===== src/rtl/fade_cycle_sequencer.sv =====
// Day/night fade generator: prescaled ticks drive a four-phase FSM (night hold, rise, day hold, fall).
// Outputs are registered; a config write is accepted only in a hold phase or while paused.
module fade_cycle_sequencer #(
  parameter int unsigned STEP       = 1,
  parameter logic [19:0] DEF_PERIOD = 20'd1048575,
  parameter logic [7:0]  DEF_HOLD   = 8'd0
) (
  input  logic        clk,
  input  logic        rst,
  input  logic        enable,
  input  logic        cfg_valid,
  output logic        cfg_ready,
  input  logic [19:0] cfg_period,
  input  logic [7:0]  cfg_hold,
  output logic [7:0]  fade_level,
  output logic        direction,
  output logic [1:0]  phase,
  output logic        tick
);

  typedef enum logic [1:0] {
    NIGHT_HOLD = 2'b00,
    RISE       = 2'b01,
    DAY_HOLD   = 2'b10,
    FALL       = 2'b11
  } phase_t;

  localparam logic [7:0] STEP8 = 8'(STEP);
  localparam logic [8:0] STEP9 = 9'(STEP);

  phase_t      state_q, state_d;
  logic [7:0]  level_q, level_d;
  logic [19:0] presc_q, presc_d;
  logic [7:0]  hold_cnt_q, hold_cnt_d;
  logic [19:0] period_q;
  logic [7:0]  hold_q;
  logic        tick_q;

  logic [19:0] eff_period;
  logic        int_tick;
  logic        xfer;
  logic [8:0]  sum;

  assign eff_period = (period_q == 20'd0) ? 20'd1 : period_q;
  assign int_tick   = enable && (presc_q == eff_period - 20'd1);
  assign cfg_ready  = (state_q == NIGHT_HOLD) || (state_q == DAY_HOLD) || !enable;
  assign xfer       = cfg_valid && cfg_ready;
  assign sum        = {1'b0, level_q} + STEP9;

  always_comb begin
    state_d    = state_q;
    level_d    = level_q;
    presc_d    = presc_q;
    hold_cnt_d = hold_cnt_q;

    if (enable) begin
      presc_d = int_tick ? 20'd0 : presc_q + 20'd1;
    end

    if (int_tick) begin
      case (state_q)
        NIGHT_HOLD, DAY_HOLD: begin
          if (hold_cnt_q == hold_q) begin
            hold_cnt_d = 8'd0;
            state_d    = (state_q == NIGHT_HOLD) ? RISE : FALL;
          end else begin
            hold_cnt_d = hold_cnt_q + 8'd1;
          end
        end
        RISE: begin
          // 9-bit sum so the top endpoint saturates instead of wrapping
          if (sum >= 9'd255) begin
            level_d = 8'hFF;
            state_d = DAY_HOLD;
          end else begin
            level_d = sum[7:0];
          end
        end
        FALL: begin
          if (level_q <= STEP8) begin
            level_d = 8'd0;
            state_d = NIGHT_HOLD;
          end else begin
            level_d = level_q - STEP8;
          end
        end
        default: state_d = state_q;
      endcase
    end

    // A config write restarts timing; it wins over the tick's counter updates but not the phase step.
    if (xfer) begin
      presc_d    = 20'd0;
      hold_cnt_d = 8'd0;
    end
  end

  always_ff @(posedge clk) begin
    if (rst) begin
      state_q    <= NIGHT_HOLD;
      level_q    <= 8'd0;
      presc_q    <= 20'd0;
      hold_cnt_q <= 8'd0;
      period_q   <= DEF_PERIOD;
      hold_q     <= DEF_HOLD;
      tick_q     <= 1'b0;
    end else begin
      state_q    <= state_d;
      level_q    <= level_d;
      presc_q    <= presc_d;
      hold_cnt_q <= hold_cnt_d;
      tick_q     <= int_tick;
      if (xfer) begin
        period_q <= cfg_period;
        hold_q   <= cfg_hold;
      end
    end
  end

  assign fade_level = level_q;
  assign phase      = state_q;
  assign direction  = state_q[1];
  assign tick       = tick_q;

endmodule

===== config.mk =====
export PLATFORM = sky130hd
export DESIGN_NAME = fade_cycle_sequencer
export DESIGN_NICKNAME = d
export VERILOG_FILES = /design/src/rtl/fade_cycle_sequencer.sv
export SDC_FILE = /design/constraint.sdc
export NUM_CORES = 1
export LEC_CHECK = 0
export ABC_AREA = 1
export ABC_CLOCK_PERIOD_IN_PS = 3200
export BUFFER_PORTS_ARGS = -buffer_cell sky130_fd_sc_hd__buf_2
export CAP_MARGIN = 20
export CORE_MARGIN = 1
export CORE_UTILIZATION = 60
export DETAILED_ROUTE_END_ITERATION = 8
export HOLD_SLACK_MARGIN = 0.06
export PLACE_DENSITY = 0.88
export SYNTH_ARGS = -nofsm -noshare
export SYNTH_HDL_FRONTEND = slang
export SYNTH_SLANG_ARGS = --single-unit

===== constraint.sdc =====
create_clock -name clk -period 3.2 [get_ports clk]
set_input_delay 0.96 -clock clk [delete_from_list [all_inputs] [get_ports clk]]
set_output_delay 0.96 -clock clk [all_outputs]
set_load 0.02 [all_outputs]

== After elaboration in Yosys (flattened, before gate mapping) ==
Cells that the tools add are included.
Word-level totals
  register bits: 67
  input port bits: 32
  output and inout bits: 13
  word-level logic and storage cells: 46
Operators by class
  $add $sub $neg: 5
  magnitude comparators: 2
  equality and inequality tests: 8
  mux-type cells: 11
  reductions and logical operators: 13
Operators by type and width (count)
  $mux W20: 2
  $mux W8: 3
  $add A20 B1 Y20 const B: 1
  $eq A20 B20 Y1: 1
  $logic_not A20 Y1: 1
  $sub A20 B1 Y20 const B: 1
  $pmux W8 S2: 1
  $add A8 B1 Y9 const B: 1
  $ge A9 B8 Y1 const B: 1
  $add A8 B1 Y8 const B: 1
  $eq A8 B8 Y1: 1
  $le A8 B1 Y1 const B: 1
  $mux W2: 4
  $sub A8 B1 Y8 const B: 1
  $ne A2 B2 Y1 const B: 3
  $pmux W2 S3: 1
  $eq A2 B2 Y1 const B: 2
  $reduce_and A2 Y1: 2
  $reduce_and A4 Y1: 1
  $reduce_or A2 Y1: 2
  $eq A2 B1 Y1 const B: 1
  $logic_and A1 B1 Y1: 2
  $logic_not A2 Y1: 1
  $logic_or A1 B1 Y1: 2
  other kinds (2): 2

== Logic depth before layout (Yosys ltp) ==
Gate-level depths: netlist of run 1.
  depth in word-level cells: 6
  mapped depth: 27
  mapped depth without buffers: 26

== Least setup slack after synthesis of run 1 ==
OpenSTA, ideal clock, no wires.
  kind: flip-flop to flip-flop
  start: register period_q[7]
  end: register presc_q[11]
  library setup time: 0.116 ns
  data arrival time: 2.575 ns
  required time: 3.084 ns
  path slack: 0.510 ns
  stages on the path, launching flop included: 24
  buffers on the path: 2
  period minus slack after synthesis: 2.690 ns
  path through: dfxtp_1 > buf_4 > nor2_4 > nand2_2 > nor2_4 > nand3_4 > nand2_2 > inv_2 > ha_1 > or2_2 > nand2_1 > nor2_1 > nand3_1 > nor2_1 > nand2_1 > nor2_1 > nand3_1 > nor2_1 > nand3_2 > nor2_4 > nand2_4 > nand2_1 > buf_2 > nor2_1
Between the ends
  cells in the longest elaborated chain, start to end: 6
RTL lines
  start: declaration: RTL line 35  | logic [19:0] period_q;
  start signal: assignment: RTL line 114  | period_q <= cfg_period;
  $logic_not A20 Y1: RTL line 44  | assign eff_period = (period_q == 20'd0) ? 20'd1 : period_q;
  $mux W20 *: RTL line 44
  $sub A20 B1 Y20 *: RTL line 45  | assign int_tick = enable && (presc_q == eff_period - 20'd1);
  $eq A20 B20 Y1 *: RTL line 45
  $logic_and A1 B1 Y1 *: RTL line 45
  $mux W20 *: RTL line 57  | presc_d = int_tick ? 20'd0 : presc_q + 20'd1;
  end signal: assignment: RTL line 110  | presc_q <= presc_d;
  end: declaration: RTL line 33  | logic [19:0] presc_q, presc_d;
Mark *: on every way between the ends. The rest lies on a longest branch, timed or not.
A chain may end at the register's enable or synchronous reset.

== Final worst setup path of run 1 ==
  start: register period_q[3]
  end: register level_q[0], in the netlist fade_level[0]
Between the ends
  cells in the longest elaborated chain, start to end: 6
RTL lines
  $logic_not A20 Y1: RTL line 44
  $mux W20 *: RTL line 44
  $sub A20 B1 Y20 *: RTL line 45
  $eq A20 B20 Y1 *: RTL line 45
  $logic_and A1 B1 Y1 *: RTL line 45
  $reduce_and A2 Y1 (no source line) *
  end signal: assignment: RTL line 109  | level_q <= level_d;
  end: declaration: RTL line 32  | logic [7:0] level_q, level_d;
Marked as above.

==> results_dict.tcl, run 1 <==
set metrics [dict create \
    antenna_found_initial 0 \
    finalCritPeriodShare 0.9541 \
    synth_nets 728 \
    drc 0 \
    slew_violations 0 \
    die_w_um 88.92 \
    hpwl_mm 8.976 \
    synth_seq_cells 67 \
    hold_path_depth 2 \
    ys_types 43 \
    die_area_um2 7907 \
    crit_family "simple AND/OR/NAND/NOR gates" \
    crit_start "period_q[3]$_SDFFE_PP1P_" \
    nets 788 \
    slowest_stage "dfxtp_2" \
    antenna_cells 0 \
    synth_edf_count 0 \
    worst_setup_path_start_kind "flip-flop" \
    drive_above_1_share 0.1907 \
    placementRows 31 \
    grt_pass1_wl_mm 18.53 \
    peakVddDrop_mv 0.2622 \
    cts_made_buffers 9 \
    ys.flop_type "dfxtp_1" \
    yosys_warnings 0 \
    reg2reg_depth 24 \
    slowest_delay_ns 0.37 \
    required_ns 3.43 \
    worst_pin_slew_ns 0.7490 \
    drtPass1Iterations 5 \
    port-buffer-count 44 \
    critical_path_depth 24 \
    finalWeightedCongestion 1.020 \
    setup_ws_ns 0.1470 \
    total_leakage_power_nw 2.249 \
    finalClockSkew_ns 0.01280 \
    grt_usage 0.3042 \
    crit_buf_inv 3 \
    run_status "completed" \
    netlist_area_um2 4533 \
    die_h_um 88.92 \
    period_minus_slack_ns 3.053 \
    max_freq_ghz 0.3275 \
    hold_viol 0 \
    syn_avg_cell_area_um2 6.618 \
    critPathArrivalTime_ns 3.28 \
    async_flop_share 0 \
    routed_via_density 5.501 \
    cts-root-buf "clkbuf_8" \
    yosysTopAreaCellShare 0.2959 \
    cts_max_level 3 \
    drv_cap 0 \
    syn2layout_area_growth_pct 15.48 \
    grt_start_max_net_pins 37 \
    design.core.area_um2 7292 \
    yosysMostFrequentCell "nand2_1" \
    criticalPathCategory "reg2reg" \
    cts.clk_slew.worst_paths_ns 0.08 \
    postCtsHoldBufs 0 \
    critPathMaxFanout 6 \
    setup.worst_path.end_class "flip-flop" \
    clock_latency_ns 0.35 \
    crit_top_cell "nand2_1" \
    cts_tree "done" \
    dr.first_iter.drc_count 367 \
    routedWlPerCell_um 14.23 \
    clockBufferDepth 2 \
    synthCells 685 \
    power_mw 1.833 \
    clock_sinks 67 \
    cp_cell_sequence "nor2_4 -> nand2_1 -> nor2_4 -> nand3_4 -> nand2_4 -> inv_2 -> ha_4 -> inv_1 -> nand2_1 -> nand2_1 -> nand2_1 -> nand2_2 -> nand3_1 -> nor2_1 -> nand2_1 -> nor2_1 -> nand3_1 -> nor2_2 -> nand3_2 -> nor2_4 -> nand2_4 -> buf_4 -> nor4_1 -> nor2_1" \
    setup_viol 0 \
    reg2reg_to "fade_level[0]$_SDFFE_PP0P_" \
    synth-seq-area-share 0.2959 \
    timing.rr.start "period_q[3]$_SDFFE_PP1P_" \
    synth_largest_area_cell "dfxtp_1" \
    hold_path_class "reg2reg" \
    initial_core_util 0.6217 \
    antenna_left 0 \
    cp-endpoint "fade_level[0]$_SDFFE_PP0P_" \
    dp_slack_ns -0.01478 \
    ioPinCount 45 \
    power.density_nw_per_um2 350.2 \
    grt_pass1_vias 4132 \
    grt_overflow_total 0 \
    synth_area_leaders "dfxtp_1 30%, nand2_1 13%, nor2_1 8.9%, xor2_1 6.6%, nand3_1 6.3%" \
    wirelength_mm 12.08 \
    reg2reg_slack_ns 0.15 \
    synth_common_cells "161 x nand2_1, 108 x nor2_1, 71 x inv_1" \
    slew-limit-headroom 0.4988 \
    num_vias 4670 \
]
==> sequential cells by signal, indices dropped and copies added, names as in the netlist <==
register / flops
fade_level: 8
period_q: 20
tick: 1
phase: 2
presc_q: 20
hold_q: 8
hold_cnt_q: 8
==> logic make-up after synthesis <==
group                      after synthesis  synth area share
AOI/OAI and AO/OA                       62           0.08004
xor gates and xnor gates                48           0.09937
adders and majority gates               11           0.03036
buffers and inverters                   97           0.08419
DFF                                     67            0.2959
and+or+nand+nor                        400            0.4102
==> worst min path at each step <==
stage	start	to	slack (ns)
after global placement	hold_q[1]$_SDFFE_PP0P_	hold_q[1]$_SDFFE_PP0P_	0.49
after global routing	hold_q[6]$_SDFFE_PP0P_	hold_q[6]$_SDFFE_PP0P_	0.53
after floorplan	hold_q[4]$_SDFFE_PP0P_	hold_q[4]$_SDFFE_PP0P_	0.48
after detailed placement	hold_q[6]$_SDFFE_PP0P_	hold_q[6]$_SDFFE_PP0P_	0.50
final	hold_q[6]$_SDFFE_PP0P_	hold_q[6]$_SDFFE_PP0P_	0.51
after CTS	hold_q[6]$_SDFFE_PP0P_	hold_q[6]$_SDFFE_PP0P_	0.51
==> power by group <==
part           leakage [nW]  switching, mW  total (mW)  internal, mW
Sequential            0.545         0.0327       0.894         0.861
Clock                0.0939          0.362       0.730         0.368
Combinational          1.61          0.125       0.209        0.0841
==> per-stage QoR <==
step             util  setup TNS (ns)  cells  hold WS [ns]  cell area, um^2
2_1_floorplan       -               0    685        0.4752             4533
3_3_place_gp   0.6682               0    821        0.4905             4872
3_5_place_dp   0.6682        -0.04951    821        0.4972             4872
4_1_cts        0.6965               0    837        0.5095             5079
5_1_grt        0.7179          -1.374    849        0.5293             5235
6_report       0.7179               0    849        0.5078             5235
==> tightest hold or removal path: cells and delay by family (launching register included) <==
| family | cells | cell delay [ns] |
|---|---|---|
| AND/OR/NAND/NOR | 2 | 0.15 |
| flip-flops | 1 | 0.32 |
==> layout make-up <==
class	count	area, um^2
clock inverter	6	71.32
clock buffer	10	127.6
tap	99	123.9
sequential	67	1356
timing repair buffer	62	367.9
fill	644	2057
inverter	83	311.5
multi-input combinational	522	2877
==> layout by cell type (no fill, tap or decap), drive strengths merged, types with 15 or more instances in the layout <==
master,netlist,final
xor2,34,34
o21ai,22,22
inv,81,84
nand4,15,15
nor2,121,122
dfxtp,67,67
buf,5,62
nand2,165,165
a21oi,24,24
nand3,64,64
==> routing by layer <==
metal / vias to the layer above / track usage / routed length, um / part of all wire
met5: - / 0 / 0 / 0
met4: 0 / 0.09971 / 289 / 0.024
met3: 34 / 0.05910 / 793 / 0.066
met2: 188 / 0.4944 / 5501 / 0.46
met1: 2122 / 0.4067 / 5496 / 0.45
li1: 2326 / - / - / -
==> timing repair <==
item,4_1_cts,5_1_grt
gates resized for setup,2,24
setup buffers,0,11
gates cloned,0,1
hold endpoints to repair,0,0
endpoints found under the setup margin,33,39
pin swaps,0,16
Note: power is estimated with default switching activity, not from simulation.
==> run 2: changes to the inputs <==
==> config.mk (replaced) <==
export PLATFORM = sky130hd
export DESIGN_NAME = fade_cycle_sequencer
export DESIGN_NICKNAME = d
export VERILOG_FILES = /design/src/rtl/fade_cycle_sequencer.sv
export SDC_FILE = /design/constraint.sdc
export NUM_CORES = 1
export LEC_CHECK = 0
export ABC_CLOCK_PERIOD_IN_PS = 3000
export BUFFER_PORTS_ARGS = -buffer_cell sky130_fd_sc_hd__buf_2
export CAP_MARGIN = 20
export CORE_MARGIN = 1
export CORE_UTILIZATION = 59
export DETAILED_ROUTE_END_ITERATION = 8
export HOLD_SLACK_MARGIN = 0.06
export PLACE_DENSITY = 0.87
export SYNTH_ARGS = -nofsm -noshare
export SYNTH_HDL_FRONTEND = slang
export SYNTH_SLANG_ARGS = --single-unit
==> constraint.sdc (replaced) <==
create_clock -name clk -period 3 [get_ports clk]
set_input_delay 0.9 -clock clk [delete_from_list [all_inputs] [get_ports clk]]
set_output_delay 0.9 -clock clk [all_outputs]
set_load 0.02 [all_outputs]
==> run 2 against run 1 <==
The flow now finishes with violations (design-rule violations, negative setup slack). Setup slack got worse by 0.96 ns. Design area increased by 6.5%. Register-to-register slack got worse by 0.96 ns. Global-route usage increased by 4.8 points. Synthesized cell count decreased by 22%. Clock-buffer cell count unchanged. Critical endpoint is now fade_level[5]$_SDFFE_PP0P_. Largest power group unchanged.
==> results_dict.tcl, run 2 <==
set metrics [dict create \
    run_status "finished with violations" \
    violations "design-rule violations, negative setup slack" \
    syn_avg_cell_area_um2 8.039 \
    p_clk_frac 0.391 \
    dp_slack_ns -0.3317 \
    clock_sinks 67 \
    yosys_warnings 0 \
    finalClockSkew_ns 0.01353 \
    antenna_cells 0 \
    period_minus_slack_ns 3.818 \
    power_mw 2.006 \
    synth_nets 577 \
    die_h_um 87.30 \
    cts_tree "done" \
    slowest_stage "nor4b_2" \
    placed_area_um2 4907 \
    worst_pin_slew_ns 0.7716 \
    pwr-share-comb 0.143 \
    synthCells 534 \
    grt_use_met2 0.5547 \
    nFillCells 390 \
    slowest_delay_ns 0.49 \
    criticalPathCategory "reg2reg" \
    synth_top_family_by_area "simple AND/OR/NAND/NOR gates" \
    top_usage_layer "met2" \
    synth_common_cells "74 x nand2_1, 67 x dfxtp_1, 51 x nor2_1" \
    met3_usage 0.09858 \
    initial_core_util 0.6216 \
    netlist_area_um2 4293 \
    grt_use_met1 0.4297 \
    total_leakage_power_nw 2.083 \
    async_flop_share 0 \
    syn2layout_area_growth_pct 29.87 \
    worst_setup_path_start_kind "flip-flop" \
    tns_ns -24.72 \
    critPathMaxFanout 5 \
    grt_pass1_wl_mm 20.60 \
    multi_input_area_um2 3105 \
    synth_simple_gate_area_share 0.3425 \
    p_int_mw 1.438 \
    postCtsHoldBufs 0 \
    synth_largest_area_cell "dfxtp_1" \
    design.core.area_um2 6907 \
    wirelength_mm 16.32 \
    routed_via_density 6.981 \
    crit_family "simple AND/OR/NAND/NOR gates" \
    hold_viol 0 \
    routedWlPerCell_um 22.60 \
    hpwl_mm 8.053 \
    rsz0062_at_grt "yes" \
    drive_above_1_share 0.3019 \
    antenna_left 0 \
    drv_cap 0 \
    most-common-layout-cells "74 x nand2_1, 59 x dfxtp_1, 53 x buf_4" \
    register_area_um2 1351 \
    finalCritPeriodShare 1.273 \
    crit_buf_inv 1 \
    num_vias 5040 \
    dr.first_iter.drc_count 699 \
    synth_xor_area_frac 0.1035 \
    placementRows 30 \
    yosysTopAreaCellShare 0.3124 \
    power.density_nw_per_um2 359.8 \
    power_frac_seq 0.466 \
    peakVddDrop_mv 0.3668 \
    slew-limit-headroom 0.4856 \
    max_freq_ghz 0.2619 \
    ioPinCount 45 \
    grt_pass1_vias 4265 \
    die_w_um 87.30 \
    critPathArrivalTime_ns 4.03 \
    cts-root-buf "clkbuf_8" \
    clock_latency_ns 0.37 \
    swShare 0.2830 \
    cts.clk_slew.worst_paths_ns 0.08 \
    hold_path_class "reg2reg" \
    setup_ws_ns -0.8177 \
    cp_cell_sequence "nor4_2 -> and2_4 -> a31oi_4 -> ha_4 -> nor3b_4 -> nand4b_1 -> nor4b_2 -> a211oi_2 -> nor4b_2 -> buf_4 -> nand4bb_4 -> or3_4 -> a211oi_2" \
    drc 3 \
    ys_types 69 \
    synth_edf_count 0 \
    top_regs "period_q (20), presc_q (20)" \
    synth_compound_area_frac 0.1489 \
    synth_area_leaders "dfxtp_1 31%, nand2_1 6.5%, xor2_1 5.7%, nor2_1 4.5%, xnor2_1 4.1%" \
    final_common_cell "nand2_1" \
    cts_made_buffers 9 \
    drtPass1Iterations 9 \
    setup_viol 39 \
    antenna_found_initial 0 \
    slew_violations 0 \
    port-buffer-count 44 \
    yosysMostFrequentCell "nand2_1" \
    required_ns 3.22 \
    synth_seq_cells 67 \
    ys.flop_type "dfxtp_1" \
    grt_overflow_total 0 \
    stdcell_area_um2 5575 \
    clockBufferDepth 2 \
    synth.area.mux_share 0.01690 \
    synth-seq-area-share 0.3124 \
    setup.worst_path.end_class "flip-flop" \
    grt_usage 0.3519 \
    grt_start_max_net_pins 42 \
    nets 664 \
    cts_max_level 3 \
    yosys.area_share.adder 0.03206 \
    p_sw_mw 0.5677 \
    die_area_um2 7621 \
    finalWeightedCongestion 0.9382 \
]
[run 2: cell types whose count changed after synthesis, moves of 13 or more]
| cell | change |
|---|---|
| nand3b_1 | +16 |
| inv_1 | -60 |
| nand2_1 | -87 |
| nor2_1 | -57 |
| clkbuf_1 | +13 |
| nand3_1 | -43 |
[run 2: cell families after synthesis]
kind of cell | Yosys count
flops | 67
simple gates | 264
fa+ha+maj | 11
xor+xnor | 49
compound gates | 93
buf+inv | 43
mux | 7
[run 2: final timing paths]
kind / start / cells after the start / endpoint / slack (ns)
setup / recovery: period_q[17]$_SDFFE_PP1P_ / 13 / fade_level[5]$_SDFFE_PP0P_ / -0.82
hold / removal: hold_q[7]$_SDFFE_PP0P_ / 2 / hold_q[7]$_SDFFE_PP0P_ / 0.47
setup reg to reg: period_q[17]$_SDFFE_PP1P_ / 13 / fade_level[5]$_SDFFE_PP0P_ / -0.82
hold reg to reg: hold_q[7]$_SDFFE_PP0P_ / 2 / hold_q[7]$_SDFFE_PP0P_ / 0.47
[run 2: through the flow]
step / instances / util / hold slack (ns)
after CTS: 715 / 0.7665 / 0.4725
final: 722 / 0.8072 / 0.4693
after global placement: 689 / 0.7105 / 0.4577
after global routing: 722 / 0.8072 / 0.4999
after detailed placement: 689 / 0.7105 / 0.4619
after floorplan: 534 / - / 0.4488
[run 2: worst reg2reg max path: stages (launching register included)]
cell	delay, ns
dfxtp_1	0.35
nor4_2	0.08
and2_4	0.16
a31oi_4	0.21
ha_4	0.18
nor3b_4	0.22
nand4b_1	0.31
nor4b_2	0.49
a211oi_2	0.10
nor4b_2	0.28
buf_4	0.19
nand4bb_4	0.14
or3_4	0.46
a211oi_2	0.49
[run 2: power by group through the flow]
stage,sequential [mW],combinational [mW],clock (mW)
2_1_floorplan,0.959,0.143,0
3_3_place_gp,0.951,0.222,0
3_5_place_dp,0.953,0.233,0
4_1_cts,0.933,0.247,0.780
5_1_grt,0.937,0.299,0.816
6_report,0.935,0.286,0.785
[run 2: final cells by class]
class                           instances  area share
Multi-Input combinational cell        425      0.5570
Sequential cell                        67      0.2424
Timing Repair Buffer                  107      0.1355
Clock buffer                           10     0.02469
Tap cell                               96     0.02154
Clock inverter                          6     0.01145
Inverter                               11    0.007406
[run 2: timing repair]
item,CTS,global route
pin swaps,15,27
cloned,0,1
endpoints found under the hold margin,0,0
setup endpoints to repair,38,39
gates resized for setup,18,47
buffers inserted,10,6
[run 2: layer usage]
layer,part of all wire,vias up
met2,0.43,496
met3,0.13,199
met1,0.35,2255
met4,0.095,0
li1,-,2090
met5,0,-
